### src/rtl/vga_sync_detector_pkg.sv
// ---------------------------------------------------------------------------
// vga_sync_detector_pkg
// Shared width parameters for the VGA sync measurement path, plus the
// classification used when a measured low pulse cannot be expressed in the
// Counter's Sync_pulse encoding.
// ---------------------------------------------------------------------------
package vga_sync_detector_pkg;

    // Width of the period counter / Count_max encoding.
    localparam int REZ_MAX_WIDTH_DEF = 11;
    // Width of the Sync_pulse encoding.
    localparam int PULSE_WIDTH_DEF   = 8;
    // Consecutive matching measurements needed before Locked.
    localparam int LOCK_COUNT_DEF    = 4;

    // How a measured low width maps onto Sync_pulse.
    typedef enum logic [1:0] {
        FMT_OK     = 2'd0,
        FMT_NARROW = 2'd1,  // low width below 2, encodes as 0
        FMT_WIDE   = 2'd2   // too wide or not shorter than the period, encodes as all-ones
    } fmt_t;

endpackage

### src/rtl/vga_sync_detector_if.sv
// ---------------------------------------------------------------------------
// vga_sync_detector_if
// Bundles the raw sync line and the measurement results.
//   Sync_in     : raw active-low sync line (async to Clk)
//   Meas_valid  : one-cycle strobe, a new measurement is presented
//   Period_meas : period - 1 (Count_max encoding)
//   Pulse_meas  : low width - 2 (Sync_pulse encoding)
//   Locked      : stable timing detected
//   Timeout     : sticky loss-of-signal flag
//   Format_err  : last measurement not encodable
// master = the detector, slave = the configuration-bus side.
// ---------------------------------------------------------------------------
interface vga_sync_detector_if #(
    parameter int REZ_MAX_WIDTH = vga_sync_detector_pkg::REZ_MAX_WIDTH_DEF,
    parameter int PULSE_WIDTH   = vga_sync_detector_pkg::PULSE_WIDTH_DEF
);
    import vga_sync_detector_pkg::*;

    logic                     Sync_in;
    logic                     Meas_valid;
    logic [REZ_MAX_WIDTH-1:0] Period_meas;
    logic [PULSE_WIDTH-1:0]   Pulse_meas;
    logic                     Locked;
    logic                     Timeout;
    logic                     Format_err;

    modport master (
        input  Sync_in,
        output Meas_valid, Period_meas, Pulse_meas, Locked, Timeout, Format_err
    );

    modport slave (
        output Sync_in,
        input  Meas_valid, Period_meas, Pulse_meas, Locked, Timeout, Format_err
    );

endinterface

### src/rtl/vga_sync_detector_sync_edge_detect.sv
// ---------------------------------------------------------------------------
// sync_edge_detect
// Two-flop synchronizer for an idle-high line followed by an edge register.
//   Clk, Rst : clock, asynchronous active-low reset
//   Sync_in  : raw asynchronous line
//   Sync_s   : synchronized line
//   Fall_p   : high for one cycle on a synchronized falling edge
//   Rise_p   : high for one cycle on a synchronized rising edge
// All flops reset to 1 so no spurious edge is reported after reset.
// ---------------------------------------------------------------------------
module sync_edge_detect (
    input  logic Clk,
    input  logic Rst,
    input  logic Sync_in,
    output logic Sync_s,
    output logic Fall_p,
    output logic Rise_p
);

    logic meta_q, meta_d;
    logic sync_q, sync_d;
    logic prev_q, prev_d;

    always_comb begin
        meta_d = Sync_in;
        sync_d = meta_q;
        prev_d = sync_q;
    end

    always_ff @(posedge Clk or negedge Rst) begin
        if (!Rst) begin
            meta_q <= 1'b1;
            sync_q <= 1'b1;
            prev_q <= 1'b1;
        end else begin
            meta_q <= meta_d;
            sync_q <= sync_d;
            prev_q <= prev_d;
        end
    end

    assign Sync_s = sync_q;
    assign Fall_p = prev_q & ~sync_q;
    assign Rise_p = ~prev_q & sync_q;

endmodule

### src/rtl/vga_sync_detector.sv
// ---------------------------------------------------------------------------
// vga_sync_detector
// Measures period and low-pulse width of one sync line and reports them in
// the Counter's Config encoding, declares lock after LOCK_COUNT consecutive
// identical measurements and flags loss of signal.
//   Clk : pixel clock
//   Rst : asynchronous active-low reset
//   bus : vga_sync_detector_if.master (Sync_in in, measurement results out)
// ---------------------------------------------------------------------------
module vga_sync_detector #(
    parameter int REZ_MAX_WIDTH = vga_sync_detector_pkg::REZ_MAX_WIDTH_DEF,
    parameter int PULSE_WIDTH   = vga_sync_detector_pkg::PULSE_WIDTH_DEF,
    parameter int LOCK_COUNT    = vga_sync_detector_pkg::LOCK_COUNT_DEF
) (
    input  logic                Clk,
    input  logic                Rst,
    vga_sync_detector_if.master bus
);
    import vga_sync_detector_pkg::*;

    localparam logic [1:0] ST_IDLE    = 2'd0;
    localparam logic [1:0] ST_MEASURE = 2'd1;
    localparam logic [1:0] ST_CHECK   = 2'd2;
    localparam logic [1:0] ST_LOCKED  = 2'd3;

    localparam logic [REZ_MAX_WIDTH-1:0] CNT_ONE    = REZ_MAX_WIDTH'(1);
    localparam logic [REZ_MAX_WIDTH-1:0] CNT_TWO    = REZ_MAX_WIDTH'(2);
    localparam logic [REZ_MAX_WIDTH-1:0] CNT_MAX    = '1;
    // Widest low pulse whose (width - 2) still fits in PULSE_WIDTH bits.
    localparam logic [REZ_MAX_WIDTH-1:0] LOW_MAX_OK = REZ_MAX_WIDTH'((2 ** PULSE_WIDTH) + 1);
    localparam logic [3:0]               MATCH_TGT  = 4'(LOCK_COUNT - 1);

    logic sync_s, fall_p, rise_p;

    sync_edge_detect u_edge (
        .Clk    (Clk),
        .Rst    (Rst),
        .Sync_in(bus.Sync_in),
        .Sync_s (sync_s),
        .Fall_p (fall_p),
        .Rise_p (rise_p)
    );

    logic [1:0]               state_q, state_d;
    logic [3:0]               match_cnt_q, match_cnt_d;
    logic [REZ_MAX_WIDTH-1:0] period_q, period_d;
    logic [REZ_MAX_WIDTH-1:0] low_q, low_d;
    logic                     low_run_q, low_run_d;
    logic                     meas_valid_q, meas_valid_d;
    logic [REZ_MAX_WIDTH-1:0] period_meas_q, period_meas_d;
    logic [PULSE_WIDTH-1:0]   pulse_meas_q, pulse_meas_d;
    logic                     locked_q, locked_d;
    logic                     timeout_q, timeout_d;
    logic                     fmt_err_q, fmt_err_d;

    fmt_t                     meas_fmt;
    logic [REZ_MAX_WIDTH-1:0] meas_period;
    logic [PULSE_WIDTH-1:0]   meas_pulse;
    logic                     meas_match;
    logic                     timeout_hit;

    // Period and low-width counters; the count present at a falling edge is
    // the length of the line that just ended.
    always_comb begin
        period_d  = period_q;
        low_d     = low_q;
        low_run_d = low_run_q;
        if (fall_p) begin
            period_d  = CNT_ONE;
            low_d     = CNT_ONE;
            low_run_d = 1'b1;
        end else begin
            if (period_q != CNT_MAX) period_d = period_q + CNT_ONE;
            if (rise_p) begin
                low_run_d = 1'b0;
            end else if (low_run_q && !sync_s && (low_q != CNT_MAX)) begin
                low_d = low_q + CNT_ONE;
            end
        end
    end

    // Encode the measurement that completes on this falling edge.
    always_comb begin
        meas_period = period_q - CNT_ONE;
        if (low_q < CNT_TWO) begin
            meas_fmt = FMT_NARROW;
        end else if ((low_q > LOW_MAX_OK) || (low_q >= period_q)) begin
            meas_fmt = FMT_WIDE;
        end else begin
            meas_fmt = FMT_OK;
        end
        case (meas_fmt)
            FMT_NARROW: meas_pulse = '0;
            FMT_WIDE:   meas_pulse = '1;
            default:    meas_pulse = PULSE_WIDTH'(low_q - CNT_TWO);
        endcase
    end

    // Saturated pulse values could coincide with real ones, so an erroneous
    // measurement on either side never matches.
    assign meas_match = (meas_fmt == FMT_OK) && !fmt_err_q &&
                        (meas_period == period_meas_q) && (meas_pulse == pulse_meas_q);
    // An edge in the saturation cycle wins over the timeout.
    assign timeout_hit = !fall_p && (period_q == CNT_MAX);

    // State register (plus all other flops).
    always_ff @(posedge Clk or negedge Rst) begin
        if (!Rst) begin
            state_q       <= ST_IDLE;
            match_cnt_q   <= '0;
            period_q      <= '0;
            low_q         <= '0;
            low_run_q     <= 1'b0;
            meas_valid_q  <= 1'b0;
            period_meas_q <= '0;
            pulse_meas_q  <= '0;
            locked_q      <= 1'b0;
            timeout_q     <= 1'b0;
            fmt_err_q     <= 1'b0;
        end else begin
            state_q       <= state_d;
            match_cnt_q   <= match_cnt_d;
            period_q      <= period_d;
            low_q         <= low_d;
            low_run_q     <= low_run_d;
            meas_valid_q  <= meas_valid_d;
            period_meas_q <= period_meas_d;
            pulse_meas_q  <= pulse_meas_d;
            locked_q      <= locked_d;
            timeout_q     <= timeout_d;
            fmt_err_q     <= fmt_err_d;
        end
    end

    // Next-state logic.
    always_comb begin
        state_d     = state_q;
        match_cnt_d = match_cnt_q;
        if (timeout_hit) begin
            state_d     = ST_IDLE;
            match_cnt_d = '0;
        end else if (fall_p) begin
            case (state_q)
                ST_IDLE: state_d = ST_MEASURE;
                ST_MEASURE: begin
                    state_d     = ST_CHECK;
                    match_cnt_d = '0;
                end
                ST_CHECK: begin
                    if (meas_match) begin
                        match_cnt_d = match_cnt_q + 4'd1;
                        if (match_cnt_d >= MATCH_TGT) state_d = ST_LOCKED;
                    end else begin
                        match_cnt_d = '0;
                    end
                end
                ST_LOCKED: begin
                    if (!meas_match) begin
                        state_d     = ST_CHECK;
                        match_cnt_d = '0;
                    end
                end
                default: state_d = ST_IDLE;
            endcase
        end
    end

    // Output logic: results move only with Meas_valid, except the timeout path.
    always_comb begin
        meas_valid_d  = 1'b0;
        period_meas_d = period_meas_q;
        pulse_meas_d  = pulse_meas_q;
        locked_d      = locked_q;
        timeout_d     = timeout_q;
        fmt_err_d     = fmt_err_q;
        if (timeout_hit) begin
            timeout_d = 1'b1;
            locked_d  = 1'b0;
        end else if (fall_p) begin
            timeout_d = 1'b0;
            if (state_q != ST_IDLE) begin
                meas_valid_d  = 1'b1;
                period_meas_d = meas_period;
                pulse_meas_d  = meas_pulse;
                fmt_err_d     = (meas_fmt != FMT_OK);
                locked_d      = (state_d == ST_LOCKED);
            end
        end
    end

    assign bus.Meas_valid  = meas_valid_q;
    assign bus.Period_meas = period_meas_q;
    assign bus.Pulse_meas  = pulse_meas_q;
    assign bus.Locked      = locked_q;
    assign bus.Timeout     = timeout_q;
    assign bus.Format_err  = fmt_err_q;

endmodule
### src/flat_wrapper.sv
// flat-port wrapper written by rule: the top's interface ports become plain ports
module vga_sync_detector_flat import vga_sync_detector_pkg::*;
#(
    parameter int REZ_MAX_WIDTH = vga_sync_detector_pkg::REZ_MAX_WIDTH_DEF,
    parameter int PULSE_WIDTH   = vga_sync_detector_pkg::PULSE_WIDTH_DEF,
    parameter int LOCK_COUNT    = vga_sync_detector_pkg::LOCK_COUNT_DEF
)
  (Clk, Rst, bus_Sync_in, bus_Meas_valid, bus_Period_meas, bus_Pulse_meas, bus_Locked, bus_Timeout, bus_Format_err);
  vga_sync_detector_if #(.REZ_MAX_WIDTH(REZ_MAX_WIDTH), .PULSE_WIDTH(PULSE_WIDTH)) bus_i ();
  input  logic Clk;
  input  logic Rst;
  input wire logic [$bits(bus_i.Sync_in)-1:0] bus_Sync_in;
  output wire logic [$bits(bus_i.Meas_valid)-1:0] bus_Meas_valid;
  output wire logic [$bits(bus_i.Period_meas)-1:0] bus_Period_meas;
  output wire logic [$bits(bus_i.Pulse_meas)-1:0] bus_Pulse_meas;
  output wire logic [$bits(bus_i.Locked)-1:0] bus_Locked;
  output wire logic [$bits(bus_i.Timeout)-1:0] bus_Timeout;
  output wire logic [$bits(bus_i.Format_err)-1:0] bus_Format_err;
  assign bus_i.Sync_in = bus_Sync_in;
  assign bus_Meas_valid = bus_i.Meas_valid;
  assign bus_Period_meas = bus_i.Period_meas;
  assign bus_Pulse_meas = bus_i.Pulse_meas;
  assign bus_Locked = bus_i.Locked;
  assign bus_Timeout = bus_i.Timeout;
  assign bus_Format_err = bus_i.Format_err;
  vga_sync_detector #(.REZ_MAX_WIDTH(REZ_MAX_WIDTH), .PULSE_WIDTH(PULSE_WIDTH), .LOCK_COUNT(LOCK_COUNT)) u_core (.Clk(Clk), .Rst(Rst), .bus(bus_i));
endmodule
### config.mk
export PLATFORM = sky130hd
export DESIGN_NAME = vga_sync_detector_flat
export DESIGN_NICKNAME = d
export VERILOG_FILES = /design/src/rtl/vga_sync_detector_pkg.sv /design/src/rtl/vga_sync_detector_if.sv /design/src/rtl/vga_sync_detector_sync_edge_detect.sv /design/src/rtl/vga_sync_detector.sv /design/src/flat_wrapper.sv
export SDC_FILE = /design/constraint.sdc
export NUM_CORES = 1
export LEC_CHECK = 0
export ABC_AREA = 1
export BUFFER_PORTS_ARGS = -buffer_cell sky130_fd_sc_hd__clkbuf_2
export CORE_MARGIN = 2
export CORE_UTILIZATION = 25
export DETAILED_ROUTE_END_ITERATION = 6
export PLACE_DENSITY = 0.47
export SYNTH_ARGS = -nofsm -noshare
export SYNTH_HDL_FRONTEND = slang
export SYNTH_SLANG_ARGS = --single-unit
### constraint.sdc
create_clock -name Clk -period 2.5 [get_ports Clk]
set_clock_uncertainty 0.15 [all_clocks]
set_input_delay 0.375 -clock Clk [delete_from_list [all_inputs] [get_ports Clk]]
set_output_delay 0.375 -clock Clk [all_outputs]
set_load 0.02 [all_outputs]
==> results.py <==
metrics = {
    "job": {
        "cap_violations": 0,
    },
    "sta": {
        "tightestPinTransition_ns": 0.665,
        "hold_violations": 0,
        "final-setup-viol-count": 6,
        "drv_slew": 0,
        "tns_ns": -0.221,
        "rsz0062_at_grt": "true",
        "slew_headroom_pct": 55.7,
        "period_share_pct": 103,
        "fin_ws_ns": -0.0701,
        "fmax_ghz": 0.389,
        "min_period_ns": 2.57,
    },
    "die": {
        "io_pins": 26,
        "die_h_um": 129,
        "start_util_pct": 25.7,
        "core.rowCount": 45,
        "die_area_um2": 16700,
        "die_w_um": 129,
        "core_um2": 15300,
    },
    "layout": {
        "area_growth_pct": 32.1,
        "antenna_cells": 0,
        "final_util_pct": 33.9,
        "drive_gt1_share_pct": 31.5,
        "fin_nets": 646,
    },
    "placement": {
        "finalWeightedCongestion": 0.859,
        "port_buffers": 25,
        "dp_hpwl_um": 8590,
    },
    "worst_setup_path": {
        "cp_data_arrival_time_ns": 2.62,
        "cpMostUsedCell": "nand2_1",
        "start_kind": "flip-flop",
        "crit_chain": "inv_2 > ha_2 > xnor2_1 > nor2_1 > nand3_1 > nor2_2 > nand2_1 > nor2_1 > nand3_1 > nor2_2 > nand2_2 > nor2_4 > nand3_2 > nand2_4 > nand2_4 > nand2_1 > nand2_1",
        "worstSetupPathType": "reg2reg",
        "endpoint_kind": "flip-flop",
        "cp_max_fo": 5,
        "path_depth": 17,
        "required_ns": 2.55,
        "r2r.worst_path.cells": 17,
        "cp_slowest_stage_delay_ns": 0.40,
        "crit_slowest_cell": "dfrtp_1",
        "path_buf_inv": 1,
        "critPathTopFamily": "simple AND/OR/NAND/NOR gates",
    },
    "route": {
        "vias_per_cell": 4.42,
        "remaining_drc_errors": 0,
        "routed_wl_um": 10800,
        "drt-wirelength-per-cell_um": 13.0,
        "ant_nets": 0,
        "dr_total_vias": 3685,
        "dr.pass1.iters": 5,
        "drt_iter0_drc": 220,
    },
    "synth": {
        "syn_inst": 523,
        "synth-edff-count": 0,
        "yosysTopAreaCellShare_pct": 33.2,
        "synth_area_um2": 3920,
        "syn_avg_cell_area_um2": 7.49,
        "syn_nets": 548,
        "yosys_warnings": 0,
        "ys_async_sr_fraction_pct": 100,
        "ys_seq_area_share_pct": 35.3,
        "ys_top_cells_by_area": "dfrtp_1 (33%), nand2_1 (12%), ha_1 (7.0%)",
        "synth.distinct_cells": 40,
        "synth_top_area_cell": "dfrtp_1",
        "synth-seq-cells": 55,
        "yosysMostFrequentCell": "nand2_1",
        "synth_ff_type": "dfrtp_1",
        "synth.top_cells.by_count": "nand2_1 (126), inv_1 (61), dfrtp_1 (52), nand3_1 (44), nor2_1 (44)",
    },
    "global_routing": {
        "grt_pass1_vias": 3619,
        "grt.total_usage_pct": 13.9,
        "antenna_found_initial": 0,
        "grt_first_pass_wirelength_um": 18200,
        "overflow": 0,
        "grt_max_degree": 37,
    },
    "pwr": {
        "ir_drop_mv": 0.359,
        "pwr_density_cell_nw_per_um2": 909,
        "leakagePower_nw": 2.55,
    },
    "clock_tree": {
        "clk_latency_ns": 0.30,
        "cts_tree": "yes",
        "htree_levels": 2,
        "cts_root_buffer": "clkbuf_16",
        "cts.sinks": 55,
        "path_clk_slew_ns": 0.07,
        "numCtsBuffers": 5,
        "clockBufferDepth": 2,
    },
    "run_status": {
        "outcome": "finished, violations left",
        "violations": "negative setup slack",
    },
    "worst_hold_path": {
        "holdPathStages": 0,
        "hp-class": "reg2reg",
    },
}
-- worst reg2reg max path, stage by stage, from the launching register on --
cell,delay [ns]
dfrtp_1,0.40
inv_2,0.11
ha_2,0.30
xnor2_1,0.16
nor2_1,0.11
nand3_1,0.09
nor2_2,0.14
nand2_1,0.07
nor2_1,0.14
nand3_1,0.12
nor2_2,0.14
nand2_2,0.07
nor2_4,0.10
nand3_2,0.09
nand2_4,0.11
nand2_4,0.07
nand2_1,0.06
nand2_1,0.05
-- report_power, final --
part,internal [mW],switching (mW),total [mW]
Clock,0.372,0.348,0.720
Sequential,1.07,0.173,1.25
Combinational,1.16,1.58,2.74
Total,2.61,2.10,4.70
-- logic make-up after synthesis --
| group | Yosys count | synth area share (%) |
|---|---|---|
| adder cells (fa/ha/maj) | 22 | 7.03 |
| AND/OR/NAND/NOR | 290 | 36.5 |
| buffers and inverters | 78 | 8.41 |
| XOR/XNOR | 12 | 3.74 |
| flip-flops | 55 | 35.3 |
| AO/OA/AOI/OAI | 66 | 9.08 |
-- path summary, 6_finish.rpt --
kind | end | startpoint | slack, ns
setup / recovery | u_core.match_cnt_q[0] | u_core.period_q[1] | -0.07
hold / removal | u_core.u_edge.Sync_s | u_core.u_edge.meta_q | 0.21
setup reg to reg | u_core.match_cnt_q[0] | u_core.period_q[1] | -0.07
hold reg to reg | u_core.u_edge.Sync_s | u_core.u_edge.meta_q | 0.21
max in group asynchronous | u_core.u_edge.Sync_s | Rst | 1.06
min in group asynchronous | u_core.low_q[7] | Rst | 0.46
-- metrics by stage --
| stage | setup WS (ns) | total power, mW | hold WS (ns) | area [um2] | cells |
|---|---|---|---|---|---|
| 2_1_floorplan | 0.0269 | 2.85 | -0.0706 | 3920 | 523 |
| 3_3_place_gp | -0.196 | 3.70 | 0.197 | 4740 | 814 |
| 3_5_place_dp | -0.248 | 3.71 | 0.198 | 4740 | 814 |
| 4_1_cts | -0.0891 | 4.63 | 0.209 | 5030 | 828 |
| 5_1_grt | -0.266 | 5.14 | 0.217 | 5170 | 833 |
| 6_report | -0.0701 | 4.70 | 0.207 | 5170 | 833 |
-- sequential cells by signal, summed over array words and instances (netlist names) --
| signal | count |
|---|---|
| u_core.bus.Format_err | 1 |
| u_core.bus.Locked | 1 |
| u_core.bus.Meas_valid | 1 |
| u_core.bus.Period_meas | 11 |
| u_core.bus.Pulse_meas | 8 |
| u_core.bus.Timeout | 1 |
| u_core.low_q | 11 |
| u_core.low_run_q | 1 |
| u_core.match_cnt_q | 4 |
| u_core.period_q | 11 |
| u_core.state_q | 2 |
| u_core.u_edge.Sync_s | 1 |
| u_core.u_edge.meta_q | 1 |
| u_core.u_edge.prev_q | 1 |
-- cell usage in the layout (no fill, tap or decap), drive strengths merged --
cell type / netlist / final
a21boi: 1 / 1
ha: 22 / 22
nor3: 14 / 14
a211oi: 1 / 1
o21ai: 42 / 42
dfstp: 3 / 3
nand4: 15 / 15
nand3b: 7 / 7
buf: 7 / 76
nand3: 48 / 48
and2: 2 / 2
a21oi: 15 / 15
clkinvlp: 0 / 1
o211a: 1 / 1
xnor3: 3 / 3
nor4: 2 / 2
clkinv: 1 / 2
dlygate4sd3: 0 / 2
xnor2: 2 / 2
dfrtp: 52 / 52
clkbuf: 5 / 31
xor2: 7 / 7
nand2: 135 / 135
inv: 65 / 65
nor2: 67 / 67
a31oi: 5 / 5
o22ai: 1 / 1
-- per-layer routing --
| layer | vias to the layer above | GRT usage [%] | routed length, um |
|---|---|---|---|
| li1 | 1896 | - | - |
| met1 | 1730 | 18.4 | 5210 |
| met2 | 53 | 23.5 | 5190 |
| met3 | 6 | 2.19 | 333 |
| met4 | 0 | 3.71 | 101 |
| met5 | - | 0 | 0 |
-- area by class of cell --
class | instances | area [um2]
fill | 1598 | 10100
multi-input combinational | 390 | 2400
sequential | 55 | 1390
timing repair buffer | 103 | 732
tap | 211 | 264
inverter | 66 | 248
clock buffer | 6 | 129
clock inverter | 2 | 12.5
-- what timing repair did --
| item | 4_1_cts | 5_1_grt |
|---|---|---|
| endpoints found under the setup margin | 6 | 13 |
| gates resized for setup | 25 | 29 |
| pin swaps | 24 | 25 |
| endpoints found under the hold margin | 20 | 0 |
| hold buffers | 2 | 0 |
| buffers inserted | 5 | 5 |
(Power assumes the default switching activity.)
